--- config.mk ---
export PLATFORM = sky130hd
export DESIGN_NAME = sbox_sched
export DESIGN_NICKNAME = d
export VERILOG_FILES = /design/src/rtl/sbox_sched.sv
export SDC_FILE = /design/constraint.sdc
export NUM_CORES = 1
export LEC_CHECK = 0
export CORE_MARGIN = 1
export CORE_UTILIZATION = 40
export CTS_CLUSTER_DIAMETER = 50
export DETAILED_ROUTE_END_ITERATION = 8
export PLACE_DENSITY_LB_ADDON = 0.3
export SYNTH_ARGS = -nofsm -noshare
export SYNTH_HDL_FRONTEND = slang
export SYNTH_SLANG_ARGS = --single-unit
--- constraint.sdc ---
create_clock -name clk -period 8.9 [get_ports clk]
set_input_delay 0.89 -clock clk [delete_from_list [all_inputs] [get_ports clk]]
set_output_delay 0.89 -clock clk [all_outputs]
set_load 0.005 [all_outputs]
--- src/rtl/sbox_sched.sv ---
// Round-robin scheduler sharing one combinational S-box between a 128-bit
// state job (A, fwd/inv) and a 32-bit SubWord job (B, forward only).
module sbox_sched #(
  parameter bit FIRST_PRIO = 1'b0
) (
  input  logic         clk,
  input  logic         rst_n,
  input  logic         a_req,
  input  logic         a_inv,
  input  logic [127:0] a_din,
  output logic         a_ack,
  output logic [127:0] a_dout,
  input  logic         b_req,
  input  logic [31:0]  b_din,
  output logic         b_ack,
  output logic [31:0]  b_dout,
  output logic [7:0]   sb_add,
  output logic         sb_inv,
  input  logic [7:0]   sb_dout,
  output logic         busy
);

  // Handshake: req is a level held until the one-cycle ack pulse in DONE;
  // din/inv are captured on the grant edge only, so later changes are ignored,
  // and a req still high when the FSM returns to IDLE is a fresh request.
  typedef enum logic [1:0] {IDLE, RUN_A, RUN_B, DONE} state_t;

  state_t       state, state_next;
  logic [3:0]   cnt;
  logic         rr;       // 0 = A favoured on a tie
  logic         side_b;   // side served by the current/last job
  logic         inv;
  logic [127:0] work;
  logic [127:0] work_upd;
  logic         grant_a, grant_b, run;

  assign run = (state == RUN_A) || (state == RUN_B);

  always_comb begin
    state_next = state;
    grant_a    = 1'b0;
    grant_b    = 1'b0;
    case (state)
      IDLE: begin
        if (a_req && (!b_req || !rr)) begin
          grant_a    = 1'b1;
          state_next = RUN_A;
        end else if (b_req) begin
          grant_b    = 1'b1;
          state_next = RUN_B;
        end
      end
      RUN_A:   if (cnt == 4'd15) state_next = DONE;
      RUN_B:   if (cnt == 4'd3)  state_next = DONE;
      DONE:    state_next = IDLE;
      default: state_next = IDLE;
    endcase
  end

  // Substituted byte is written in place so the final edge can publish the
  // complete result including the byte looked up in that same cycle.
  always_comb begin
    work_upd = work;
    work_upd[{cnt, 3'b000} +: 8] = sb_dout;
  end

  assign sb_add = run ? work[{cnt, 3'b000} +: 8] : 8'd0;
  assign sb_inv = run & inv;
  assign busy   = (state != IDLE);
  assign a_ack  = (state == DONE) && !side_b;
  assign b_ack  = (state == DONE) && side_b;

  always_ff @(posedge clk or negedge rst_n) begin
    if (!rst_n) begin
      state  <= IDLE;
      cnt    <= 4'd0;
      rr     <= FIRST_PRIO;
      side_b <= 1'b0;
      inv    <= 1'b0;
      work   <= 128'd0;
      a_dout <= 128'd0;
      b_dout <= 32'd0;
    end else begin
      state <= state_next;
      if (grant_a) begin
        work   <= a_din;
        inv    <= a_inv;
        cnt    <= 4'd0;
        rr     <= 1'b1;
        side_b <= 1'b0;
      end else if (grant_b) begin
        work   <= {96'd0, b_din};
        inv    <= 1'b0;
        cnt    <= 4'd0;
        rr     <= 1'b0;
        side_b <= 1'b1;
      end else if (run) begin
        work <= work_upd;
        cnt  <= cnt + 4'd1;
        if (state_next == DONE) begin
          if (state == RUN_A) a_dout <= work_upd;
          else                b_dout <= work_upd[31:0];
        end
      end
    end
  end

endmodule

==> results of run 1 <==
power groups by stage:
stage | sequential, µW | combinational [µW] | clock (µW)
after global routing | 2680 | 5050 | 1830
final | 2620 | 4690 | 1750
after detailed placement | 2610 | 4620 | 0
after CTS | 2600 | 4650 | 1770
after global placement | 2600 | 4540 | 0
after floorplan | 2400 | 2870 | 0
worst max path at each step:
stage	start	to	slack, ps
CTS	cnt[0]	sb_add[2]	4330
global route	cnt[0]	sb_add[4]	4200
floorplan	cnt[0]	work[10]	6070
finish	cnt[0]	sb_add[2]	4360
detailed placement	a_req	work[86]	4670
global placement	a_req	work[81]	4730
per-layer routing:
metal	routed length (µm)	GRT usage [%]	share of wire [%]	vias to the layer above
met4	2370	11.6	3.9	2
met2	27800	43.9	45	744
met3	5480	6.22	8.9	137
met5	7	0	0.011	-
met1	25800	39.6	42	7229
li1	-	-	-	6357
worst reg2reg max path, cell delays in order, from the launching register on:
cell and delay, ps:
dfrtp_1 840, buf_4 540, inv_1 130, ha_1 350, or2_4 310, a21o_1 190
a21boi_1 920, mux2i_1 470, a31oi_1 150
state kept, by name, summed over array words and instances (netlist names):
name / flops
a_dout: 128
b_dout: 32
cnt: 4
inv: 1
rr: 1
side_b: 1
state: 2
work: 128
metrics by stage:
stage               utilization [%]  hold WS, ps  power (µW)  cells  instance area (µm²)
CTS                            53.5          465        9020   2432                21800
finish                         53.5          407        9060   2437                21900
global route                   53.5          508        9560   2436                21900
global placement               49.9          475        7130   2355                20400
detailed placement             49.9          482        7230   2355                20400
floorplan                         -          461        5270   1579                16600
cell usage after synthesis (40+ instances only):
| cell type | instances |
|---|---|
| a21oi_1 | 132 |
| o21ai_0 | 80 |
| dfrtp_1 | 297 |
| nor2_1 | 90 |
| mux2_2 | 65 |
| mux2i_1 | 129 |
| nand2_1 | 123 |
| mux2_1 | 55 |
| clkbuf_1 | 70 |
| a311oi_1 | 48 |
| inv_1 | 78 |
| mux4_2 | 40 |
final cells by class:
type	count	area, µm²	share of cell area, %
antenna	5	12.5	0.0573
timing repair buffer	368	3620	16.6
clock buffer	51	1180	5.39
multi-input combinational	1078	8350	38.2
inverter	80	300	1.37
clock inverter	26	290	1.33
sequential	297	7430	34.0
tap	532	666	3.05
logic make-up after synthesis:
kind of cell	Yosys count	synth area share (%)
compound gates	411	16.4
buf+inv	204	5.17
simple gates	345	9.63
xor+xnor	5	0.264
mux	305	22.8
flops	297	44.8
fa+ha+maj	12	0.905
==> key figures, run 1 <==
Setup path
  • Startpoint types: register
  • CP max stage cell: mux4_2
  • Worst r2r path cells: 8
  • Most used cell, CP: mux4_2
  • Reg2reg end: work[87]
  • Crit-path cells: buf_4 -> mux4_2 -> mux4_2 -> and2_1 -> clkdlybuf4s50_1
  • Crit Path Category: reg -> out
  • Buf/Inv on CP: 2
  • Family with the most delay on the worst path: multiplexers
  • Reg-to-reg startpoint: cnt[1]
  • WP depth: 5
  • CP required: between 8000 and 9000 ps
  • Arrival time worst endpoint: roughly 3700 ps
  • CP endpoint kind: output port
  • Worst-path maximum fanout: between 40 and 50
  • CP max stage delay: between 600 and 700 ps
  • Worst R2R Setup Slack: between 4000 and 5000 ps

Logic synthesis
  • Post-synthesis net count: approximately 1800
  • Share of the synthesized area in the top cell type: ~45%
  • Fraction of registers with async set/reset: 100%
  • Synth area leaders: dfrtp_1 45%, mux2i_1 7.8%, mux4_2 5.4%, mux2_2 4.4%, a21oi_1 4.0%
  • Synthesized instance count: around 1600
  • Seq/Total Area, Yosys: between 40 and 50%
  • Syn. warnings: 0
  • Leading area contributor after synthesis: dfrtp_1
  • Syn_area_per_cell: between 10 and 15 µm²
  • Cell area after synthesis: 16600 µm²
  • EDFF count, synth: 0
  • #FFs+latches synth: 297
  • Synth unique cells: 64
  • Most used DFF post-synth: dfrtp_1

Floorplanning
  • FP Rows: 74
  • Initial core utilization: slightly above 40%
  • Die W: around 210 µm
  • Core area: 40800 µm²
  • Total Die Area: 42300 µm²
  • Die Y: just over 200 µm
  • Ports: approximately 350

Finish
  • Final #Nets: ~2100
  • # fillers: 3574
  • Commonest cells after routing, fill and taps aside: 342 x clkdlybuf4s50_1, 296 x dfrtp_1, 131 x a21oi_1
  • Commonest non-fill, non-tap cell in the layout: clkdlybuf4s50_1
  • Area growth, synth to finish: 31.8%
  • Share of layout cells above drive strength 1: between 10% and 20%

Run
  • Total of max-cap violations: 0

Pwr
  • Switching power total: about 3700 µW
  • Pwr/cell area: 415 nW/µm²
  • Int Power: 5310 µW
  • Leak: around 0.0099 µW
  • Net Sw Frac: between 40% and 50%
  • Part of the power in registers: approximately 29%
  • Maximum VDD drop: around 0.00024 V
  • Clk pwr share: 19.3%
  • Logic pwr share: between 50 and 60%

Timing
  • Clock skew after layout: between 15 and 20 ps
  • Final Critical Period: about 4500 ps
  • Final setup vio count: 0
  • RSZ-0062 raised after global routing: no
  • Setup ws final: between 4000 and 5000 ps
  • Relative slew slack: a little under a fifth
  • Setup tns final: 0 ps
  • Final Cycle Share: approximately half
  • Max Slew Vio Count: 0
  • Worst Tran Pin Value: ~1200 ps
  • Final hold vios: 0
  • Achievable Freq: 220 MHz

Drt
  • Detail Route Antenna Nets: 0
  • Drt pass-1 iters: 5
  • Routed WL: 61.4 mm
  • DR iter-0 viols: approximately 1600
  • Drt wl/cell: around 25 µm
  • Vias: approximately 14000
  • DRC: 0
  • Vias per cell: around 5.9

Placed design
  • DP Worst Slack: 4670 ps
  • Hpwl dp: between 40 and 50 mm
  • PortBufs: roughly 340
  • Routability cong.: approximately 0.9

CTS
  • Hold_buf cts: 0
  • Resize count post-CTS: 0
  • Num CTS Buffers: between 40 and 50
  • Worst-Skew Late Latency: approximately 550 ps
  • Worst-path clk slew: 60 ps
  • Post CTS Setup Buffer Count: 0
  • CTS tree: done
  • Longest Clk Path Bufs: 3
  • Htree depth: 2
  • Clk sinks: ~300
  • Clk Tree Root Cell: clkbuf_16

Global route
  • Largest net degree at the start of global routing: between 100 and 150
  • First-pass GRT wire length: 90.0 mm
  • Grt total ovfl: 0
  • GRT Total Usage: ~29%
  • Vias in the first global route: around 14000
  • Initial antenna violation count: 6

Hold path
  • Hold crit path type: in -> async

Status
  • Status: completed
(Power assumes the default switching activity.)
==> run 2, diff against run 1 <==
clock period = 4.25 ns   (was 8.9 ns; I/O delays follow)
==> run 2 against run 1 <==
Against the previous run: total power grew 110%; worst setup slack worse by 3800 ps; via count rose by 1.6%; largest power group unchanged.
==> key figures, run 2 (synthesis results as in run 1) <==
Finish
  • Top flop regs: a_dout: 128 flops, work: 128 flops, b_dout: 32 flops
  • Final #Nets: about 2100
  • Commonest non-fill, non-tap cell in the layout: clkdlybuf4s50_1
  • # fillers: around 3500
  • Area growth, synth to finish: 33.0%
  • Share of layout cells above drive strength 1: 13.9%
  • Commonest cells after routing, fill and taps aside: 342 x clkdlybuf4s50_1, 296 x dfrtp_1, 131 x a21oi_1
  • Post-route cell area: 22100 µm²

Timing
  • Achievable Freq: 273 MHz
  • Final Cycle Share: between 80 and 90%
  • Final Critical Period: 3660 ps
  • Clock skew after layout: around 24 ps
  • RSZ-0062 raised after global routing: no
  • Relative slew slack: about 14%
  • Final setup vio count: 0
  • Final hold vios: 0
  • Worst Tran Pin Value: roughly 1300 ps
  • Max Slew Vio Count: 0
  • Setup tns final: 0 ps

Placed design
  • Hpwl dp: roughly 46 mm
  • PortBufs: 344
  • Routability cong.: about 0.95
  • Area post-placement: roughly 20000 µm²

Floorplanning
  • Initial core utilization: about 40%
  • Total Die Area: ~42000 µm²
  • Die W: around 210 µm
  • Core area: between 40000 and 50000 µm²
  • Ports: between 300 and 400
  • Die Y: between 200 and 250 µm
  • FP Rows: 74

Global route
  • Largest net degree at the start of global routing: approximately 100
  • First-pass GRT wire length: a little over 90 mm
  • Vias in the first global route: 14100
  • Initial antenna violation count: 5
  • Grt total ovfl: 0
  • GRT Total Usage: between 20% and 30%

Pwr
  • Maximum VDD drop: approximately 0.00057 V
  • Pwr/cell area: 867 nW/µm²
  • Leak: roughly 0.01 µW
  • Final Power: approximately 19000 µW

Hold path
  • Worst Hold Depth: 3
  • Hold Path End: side_b
  • Hold crit path type: in -> reg
  • HP Start: b_req

CTS
  • Clk sinks: 297
  • Clk Tree Root Cell: clkbuf_16
  • Post CTS Setup Buffer Count: 0
  • Worst-Skew Late Latency: 550 ps
  • Longest Clk Path Bufs: 3
  • Num CTS Buffers: 41
  • Resize count post-CTS: 0
  • Worst-path clk slew: roughly 60 ps
  • CTS tree: done
  • Htree depth: 2
  • Hold_buf cts: 1

Drt
  • Detail Route Antenna Nets: 0
  • Drt wl/cell: about 25 µm
  • Routed WL: between 60 and 70 mm
  • Vias per cell: about 6
  • DR iter-0 viols: 1641
  • Vias: approximately 15000
  • Drt pass-1 iters: 5
  • DRC: 0

Setup path
  • CP endpoint kind: output port
  • Crit Path Category: reg -> out
  • Reg-to-reg startpoint: cnt[2]
  • Worst r2r path cells: 6
  • Arrival time worst endpoint: ~3200 ps
  • CP required: roughly 3800 ps
  • Worst-path maximum fanout: 23
  • Worst R2R Setup Slack: 1090 ps
  • Reg2reg end: a_dout[32]
  • Startpoint types: register

Status
  • Status: completed

Run
  • Total of max-cap violations: 0
[run 2: cell types whose count changed in the layout (fill, tap and decap cells not counted), moves of 2 or more]
cell / change
buf_4: +17
buf_12: +5
clkinv_2: -5
clkbuf_1: +4
clkbuf_8: +4
clkbuf_16: -2
clkinv_4: -2
clkinv_8: -2
inv_6: +2
inv_8: -2
[run 2: layer usage]
| layer | routed length [µm] | vias up | track usage [%] | part of all wire (%) |
|---|---|---|---|---|
| met5 | 13 | - | 0 | 0.021 |
| met4 | 2780 | 2 | 13.3 | 4.5 |
| met3 | 5880 | 186 | 6.03 | 9.4 |
| met2 | 27800 | 832 | 43.9 | 45 |
| met1 | 25900 | 7288 | 40.8 | 41 |
| li1 | - | 6399 | - | - |
[run 2: layout make-up]
| class | instances | area (µm²) | share of cell area (%) |
|---|---|---|---|
| inverters | 80 | 300 | 1.36 |
| multi-input cells | 1078 | 8340 | 37.8 |
| diodes | 4 | 10.0 | 0.0454 |
| clock buffers | 57 | 1200 | 5.43 |
| flip-flops and latches | 297 | 7430 | 33.7 |
| clock inverters | 19 | 248 | 1.12 |
| well taps | 532 | 666 | 3.02 |
| repair buffers | 391 | 3860 | 17.5 |
[run 2: report_power, final]
part	internal (µW)	switching (µW)	total [µW]
sequential	4250	1310	5560
combinational	4780	5150	9930
clock	2250	1380	3620
[run 2: per-stage QoR]
step / worst slack [ps] / utilization (%) / instances / hold WS [ps]
finish: 592 / 54.0 / 2458 / 396
floorplan: 1420 / - / 1579 / 129
detailed placement: 1040 / 50.4 / 2377 / 481
CTS: 544 / 54.0 / 2454 / 371
global route: 447 / 54.0 / 2458 / 431
global placement: 1090 / 50.4 / 2377 / 474
[run 2: worst max path at each step]
stage | start | to | slack (ps)
global placement | a_req | a_dout[32] | 1090
finish | cnt[0] | sb_add[3] | 590
global route | cnt[0] | sb_add[4] | 450
detailed placement | a_req | a_dout[34] | 1040
floorplan | cnt[0] | work[10] | 1420
CTS | cnt[0] | sb_add[4] | 540
[run 2: worst max-delay path, cell delays in order (launching register included)]
cell and delay (ps):
dfrtp_2 570, buf_4 410, mux4_2 590, mux4_2 460, and2_1 200, clkdlybuf4s50_1 450
